--- config.mk ---
export PLATFORM = sky130hd
export DESIGN_NAME = sequence_copier
export DESIGN_NICKNAME = d
export VERILOG_FILES = /design/src/rtl/sequence_copier.sv
export SDC_FILE = /design/constraint.sdc
export NUM_CORES = 1
export LEC_CHECK = 0
export CAP_MARGIN = 10
export CELL_PAD_IN_SITES_DETAIL_PLACEMENT = 2
export CELL_PAD_IN_SITES_GLOBAL_PLACEMENT = 2
export CORE_MARGIN = 1
export CORE_UTILIZATION = 30
export DETAILED_ROUTE_END_ITERATION = 16
export PLACE_DENSITY = 0.83
export SYNTH_ARGS = -nofsm -noshare
export SYNTH_HDL_FRONTEND = slang
export SYNTH_SLANG_ARGS = --single-unit
--- constraint.sdc ---
create_clock -name entry_clock -period 3.5 [get_ports entry_clock]
set_input_delay 0.7 -clock entry_clock [delete_from_list [all_inputs] [get_ports entry_clock]]
set_output_delay 0.7 -clock entry_clock [all_outputs]
set_load 0.02 [all_outputs]
--- src/rtl/sequence_copier.sv ---
// sequence_copier: drains finished sequences from four savers onto a valid/ready stream
//   entry_clock, reset           : clock, async active-high reset
//   next_copy_from[3:0]          : one-hot saver to copy next (D,C,B,A)
//   X_saved / X_data             : saver-finished pulses and saver read data (1-cycle latency)
//   rd_addr                      : read address broadcast to all savers
//   copy_job                     : one-hot saver being copied, 0 when idle
//   X_copied                     : one-cycle pulse when a saver's copy completes
//   out_data/valid/ready/last    : output word stream
//   overrun, sel_err             : sticky error flags
module sequence_copier #(
   parameter int DATA_W  = 16,
   parameter int SEQ_LEN = 16,
   parameter int ADDR_W  = 4
) (
   input  logic              entry_clock,
   input  logic              reset,
   input  logic [3:0]        next_copy_from,
   input  logic              A_saved,
   input  logic              B_saved,
   input  logic              C_saved,
   input  logic              D_saved,
   input  logic [DATA_W-1:0] A_data,
   input  logic [DATA_W-1:0] B_data,
   input  logic [DATA_W-1:0] C_data,
   input  logic [DATA_W-1:0] D_data,
   output logic [ADDR_W-1:0] rd_addr,
   output logic [3:0]        copy_job,
   output logic              A_copied,
   output logic              B_copied,
   output logic              C_copied,
   output logic              D_copied,
   output logic [DATA_W-1:0] out_data,
   output logic              out_valid,
   input  logic              out_ready,
   output logic              out_last,
   output logic              overrun,
   output logic              sel_err
);
   typedef enum logic [1:0] {IDLE, STREAM, DONE} state_t;
   localparam logic [ADDR_W:0] LEN  = (ADDR_W+1)'(SEQ_LEN);
   localparam logic [ADDR_W:0] LAST = LEN - 1'b1;
   state_t              state_q;
   logic [3:0]          pending_q, job_q, copied_q;
   logic [ADDR_W:0]     rd_cnt_q, acc_cnt_q;
   logic [ADDR_W-1:0]   rd_addr_q;
   logic                inflight_q, overrun_q, sel_err_q;
   logic [1:0]          cnt_q, cnt_d, wr_idx;
   logic [DATA_W-1:0]   buf0_q, buf1_q, buf0_d, buf1_d, rd_data;
   logic [3:0]          saved;
   logic                one_hot, accept, issue, done_go;
   assign saved    = {D_saved, C_saved, B_saved, A_saved};
   assign one_hot  = (next_copy_from != 4'd0) && ((next_copy_from & (next_copy_from - 4'd1)) == 4'd0);
   assign accept   = out_valid && out_ready;
   // occupancy after this cycle's accept plus the word already in flight
   assign wr_idx   = cnt_q - {1'b0, accept};
   assign cnt_d    = wr_idx + {1'b0, inflight_q};
   assign issue    = (state_q == STREAM) && (rd_cnt_q < LEN) && (cnt_d < 2'd2);
   assign done_go  = (state_q == STREAM) && accept && (acc_cnt_q == LAST);
   assign rd_data  = ({DATA_W{job_q[0]}} & A_data) | ({DATA_W{job_q[1]}} & B_data) |
                     ({DATA_W{job_q[2]}} & C_data) | ({DATA_W{job_q[3]}} & D_data);
   // two-entry buffer with head at entry 0; returning word lands behind whatever remains
   assign buf0_d   = (inflight_q && wr_idx == 2'd0) ? rd_data : accept ? buf1_q : buf0_q;
   assign buf1_d   = (inflight_q && wr_idx == 2'd1) ? rd_data : buf1_q;
   assign rd_addr  = issue ? rd_cnt_q[ADDR_W-1:0] : rd_addr_q;
   assign copy_job = job_q;
   assign {D_copied, C_copied, B_copied, A_copied} = copied_q;
   assign out_data  = buf0_q;
   assign out_valid = cnt_q != 2'd0;
   assign out_last  = out_valid && (acc_cnt_q == LAST);
   assign overrun   = overrun_q;
   assign sel_err   = sel_err_q;
   always_ff @(posedge entry_clock or posedge reset) begin
      if (reset) begin
         state_q    <= IDLE;
         pending_q  <= '0;
         job_q      <= '0;
         copied_q   <= '0;
         rd_cnt_q   <= '0;
         acc_cnt_q  <= '0;
         rd_addr_q  <= '0;
         inflight_q <= 1'b0;
         overrun_q  <= 1'b0;
         sel_err_q  <= 1'b0;
         cnt_q      <= '0;
         buf0_q     <= '0;
         buf1_q     <= '0;
      end else begin
         // a new save in the DONE cycle outlives the clear
         pending_q  <= (pending_q & ~((state_q == DONE) ? job_q : 4'd0)) | saved;
         overrun_q  <= overrun_q | (|(saved & pending_q));
         copied_q   <= done_go ? job_q : 4'd0;
         cnt_q      <= cnt_d;
         buf0_q     <= buf0_d;
         buf1_q     <= buf1_d;
         inflight_q <= issue;
         if (issue) begin
            rd_addr_q <= rd_cnt_q[ADDR_W-1:0];
            rd_cnt_q  <= rd_cnt_q + 1'b1;
         end
         if (accept) acc_cnt_q <= acc_cnt_q + 1'b1;
         case (state_q)
            IDLE: begin
               if (one_hot && |(next_copy_from & pending_q)) begin
                  job_q     <= next_copy_from;
                  rd_cnt_q  <= '0;
                  acc_cnt_q <= '0;
                  state_q   <= STREAM;
               end else if (|pending_q && !one_hot) sel_err_q <= 1'b1;
            end
            STREAM: if (done_go) state_q <= DONE;
            default: begin
               job_q   <= '0;
               state_q <= IDLE;
            end
         endcase
      end
   end
endmodule

==> impl_metrics.yaml <==
floorplan:
  design.die.area_mm2: 0.01080
  chipWidth_um: 103.9
  placementRows: 36
  die_h_um: 103.9
  placeable_core_region_mm2: 0.009910
  floorplan.initialDensity: 0.3145
  num_io_pins: 107
cts:
  clock_tree.htree_level_count: 3
  cts.hold.buffers_added: 0
  clkSlewWorstSetupHoldPaths_ns: 0.08
  longest_clk_path_bufs: 2
  cts-buffers-inserted: 9
  cts_root_buf: "sky130_fd_sc_hd__clkbuf_8"
  insertion_delay_ns: 0.35
  cts_tree: "done"
  clock-sinks: 65
placed_design:
  port_buffers: 106
  dp.final_hpwl_um: 7749
  gp_congestion: 0.7131
logic_synthesis:
  synthDistinctLibCells: 45
  synth.ff_latch_count: 65
  ys_warn_count: 0
  synth_largest_type_area_fraction: 0.5219
  syn_area_mm2: 0.003117
  primary_flip_flop_cell_chosen_by_synthesis_mapping: "sky130_fd_sc_hd__dfrtp_1"
  netlist_instances: 277
  async_reset_ff_frac: 1.000
  postSynthNetCount: 356
  portion_of_the_post_synthesis_area_used_by_sequential_elements: 0.5219
  syn_avg_cell_area_um2: 11.25
  synth_edf_count: 0
  post-synth-top-count-cell: "sky130_fd_sc_hd__dfrtp_1"
  ys_top_cells_by_area: "sky130_fd_sc_hd__dfrtp_1 (52%), sky130_fd_sc_hd__mux2i_1 (11%), sky130_fd_sc_hd__a22o_1 (5.6%), sky130_fd_sc_hd__a221oi_1 (4.5%), sky130_fd_sc_hd__o21ai_0 (3.2%)"
  synthDominantAreaCellType: "sky130_fd_sc_hd__dfrtp_1"
  synthTopCellsByCount: "sky130_fd_sc_hd__dfrtp_1 (65), sky130_fd_sc_hd__mux2i_1 (33), sky130_fd_sc_hd__nand2_1 (26), sky130_fd_sc_hd__a22o_1 (20), sky130_fd_sc_hd__o21ai_0 (20)"
timing:
  worst-slew-pin-transition_ns: 0.6888
  timing.final.crit_share: 0.9420
  finClkSkew_ns: 0.008839
  hold_violations: 0
  timing.final.crit_period_ns: 3.297
  totalNegativeSetupSlack_ns: 0
  max_slew_margin: 0.5408
  rsz_0062_raised_after_global_routing: "no"
  finalSetupViolations: 0
  final_max_slew_viol_count: 0
  fmax_mhz: 303.3
status:
  run_status: "finished, final reports clean"
detailed_routing:
  remaining_routing_drc_violations: 0
  violation_count_after_the_first_detailed_routing_iteration: 44
  vias_per_cell: 5.231
  postRouteAntennaNets: 0
  wire_per_inst_um: 21.02
  via_count: 2767
  first_pass_detailed_route_iteration_total: 4
  wl_um: 11120
worst_setup_path:
  path_cells: "dlygate4sd2_1 -> nor2b_4 -> nand2_1 -> nand2_1 -> ha_1 -> inv_1 -> a311o_1 -> nor2_4 -> mux2_2 -> buf_2"
  kind_of_capture_point_of_the_worst_setup_path: "output port"
  crit_path_max_incr_delay_ns: 0.40
  critical_path.most_common_cell: "sky130_fd_sc_hd__nand2_1"
  cp_data_required_time_ns: 2.80
  crit_family: "simple AND/OR/NAND/NOR gates"
  cell_with_the_largest_stage_delay_on_the_worst_path: "sky130_fd_sc_hd__a311o_1"
  worst_r2r_path_depth: 9
  startpoint_types: "input pin"
  ff2ff_setup_slack_ns: 1.23
  rr_startpoint: "cnt_q[0]"
  critical_path_peak_fanout: 5
  path_buf_inv: 3
  path_class: "input pin to output port"
  cp.arrival_ns: 2.60
  crit-reg2reg-capture: "rd_cnt_q[3]"
pwr:
  p_leak_nw: 1.993
  power-per-cell-area_mw_per_mm2: 368.0
  total_power_draw_mw: 1.703
  vdd.ir_drop.worst_mv: 0.2253
layout:
  ff_latch_area_mm2: 0.001627
  area.growth.synth_to_final_pct: 48.45
  antenna-diode-count: 0
  final_layout_size_suffix_gt1_frac: 0.1212
  footprint_of_the_multi_input_gates_mm2: 0.001406
  fillerInstances: 1028
  num-nets-final: 470
global_route:
  first_global_vias: 3234
  grt_start_max_net_pins: 33
  globalRoute.totalOverflow: 0
  grt_pass1_wl_um: 18240
  grt_antenna_before_repair: 0
  grt_usage: 0.2190
worst_hold_path:
  worstHoldPathCells: 2
  hold_path_end: "overrun"
  tightest_hold_check_type: "flip-flop to flip-flop"
  timing.hold.worst.start: "overrun"
run:
  max_cap_violations: 0
-- per-layer routing --
metal,track usage,up-vias,wire length (um)
li1,-,1264,-
met1,0.2577,1412,4594
met2,0.4038,78,5888
met3,0.05013,13,527
met4,0.04592,0,108
met5,0,-,0
-- timing repair --
item | CTS | global route
buffers inserted | 1 | 0
gates resized for setup | 20 | 0
endpoints found under the hold margin | 0 | 0
setup endpoints to repair | 4 | 0
-- flip-flops by register name (all words and copies together) (netlist names) --
| register | flops |
|---|---|
| cnt_q | 2 |
| pending_q | 4 |
| acc_cnt_q | 5 |
| overrun | 1 |
| copy_job | 4 |
| buf1_q | 16 |
| rd_cnt_q | 5 |
| copied_q | 4 |
| state_q | 2 |
| inflight_q | 1 |
| rd_addr_q | 4 |
| out_data | 16 |
| sel_err | 1 |
-- tightest hold or removal path, delay by kind of cell, from the launching register on --
| family | cells | cell delay, ns |
|---|---|---|
| flops | 1 | 0.35 |
| compound gates | 1 | 0.05 |
| simple gates | 1 | 0.05 |
-- cell type report --
class                      count  share of cell area
inverter                       5            0.004056
timing repair buffer         122              0.2507
sequential                    65              0.3515
clock buffer                   9             0.02677
clock inverter                 7             0.02704
multi-input combinational    188              0.3039
tap                          133             0.03597
-- kinds of logic (layout without fill, tap and decap cells) --
| logic type | Yosys count | in the layout | synth area share |
|---|---|---|---|
| compound gates | 83 | 83 | 0.1951 |
| flops | 65 | 65 | 0.5219 |
| simple gates | 60 | 60 | 0.1032 |
| mux | 37 | 37 | 0.1204 |
| buf+inv | 24 | 143 | 0.03212 |
| fa+ha+maj | 4 | 4 | 0.01606 |
| xor+xnor | 4 | 4 | 0.01124 |
-- worst max path at each step --
stage	from	endpoint	slack (ns)	depth (start not counted)
global placement	out_ready	rd_addr[3]	-0.32	10
finish	out_ready	rd_addr[3]	0.20	10
detailed placement	out_ready	rd_addr[3]	-0.39	10
CTS	out_ready	rd_addr[3]	0.22	10
global route	out_ready	rd_addr[3]	0.11	10
floorplan	out_ready	rd_addr[0]	0.66	8
-- per-stage QoR --
stage	std cells	hold WS, ns	area [um2]	utilization	setup WS [ns]
floorplan	277	0.4496	3117	-	0.6569
global placement	512	0.4614	4379	0.4419	-0.3153
detailed placement	512	0.4621	4379	0.4419	-0.3913
CTS	529	0.4816	4627	0.4669	0.2214
global route	529	0.4936	4627	0.4669	0.1118
finish	529	0.4734	4627	0.4669	0.2031
-- cell usage in the layout (no fill, tap or decap), types with 2 or more instances in the layout --
master and count:
sky130_fd_sc_hd__a22o_1 20, sky130_fd_sc_hd__o21ai_0 19, sky130_fd_sc_hd__mux2_2 4, sky130_fd_sc_hd__ha_1 4, sky130_fd_sc_hd__nand2b_1 2, sky130_fd_sc_hd__buf_4 16, sky130_fd_sc_hd__a21oi_1 8, sky130_fd_sc_hd__clkinv_4 2
sky130_fd_sc_hd__xnor2_1 2, sky130_fd_sc_hd__a22oi_1 2, sky130_fd_sc_hd__o31ai_1 2, sky130_fd_sc_hd__inv_1 4, sky130_fd_sc_hd__inv_6 2, sky130_fd_sc_hd__and2_1 5, sky130_fd_sc_hd__a221oi_1 16, sky130_fd_sc_hd__dfrtp_1 65
sky130_fd_sc_hd__bufinv_16 3, sky130_fd_sc_hd__nand3_1 3, sky130_fd_sc_hd__xor2_1 2, sky130_fd_sc_hd__nor2_1 6, sky130_fd_sc_hd__a21o_1 5, sky130_fd_sc_hd__clkdlybuf4s50_1 101, sky130_fd_sc_hd__nand2_1 26, sky130_fd_sc_hd__clkbuf_8 9
sky130_fd_sc_hd__and3_1 3, sky130_fd_sc_hd__mux2i_1 33, sky130_fd_sc_hd__buf_2 4, sky130_fd_sc_hd__or4b_1 2, sky130_fd_sc_hd__o21bai_1 2
-- power by group --
part / switching [mW] / internal [mW]
registers: 0.00590 / 0.757
logic: 0.0451 / 0.0868
clock network: 0.327 / 0.481
total: 0.378 / 1.32
Note: power is estimated with default switching activity, not from simulation.
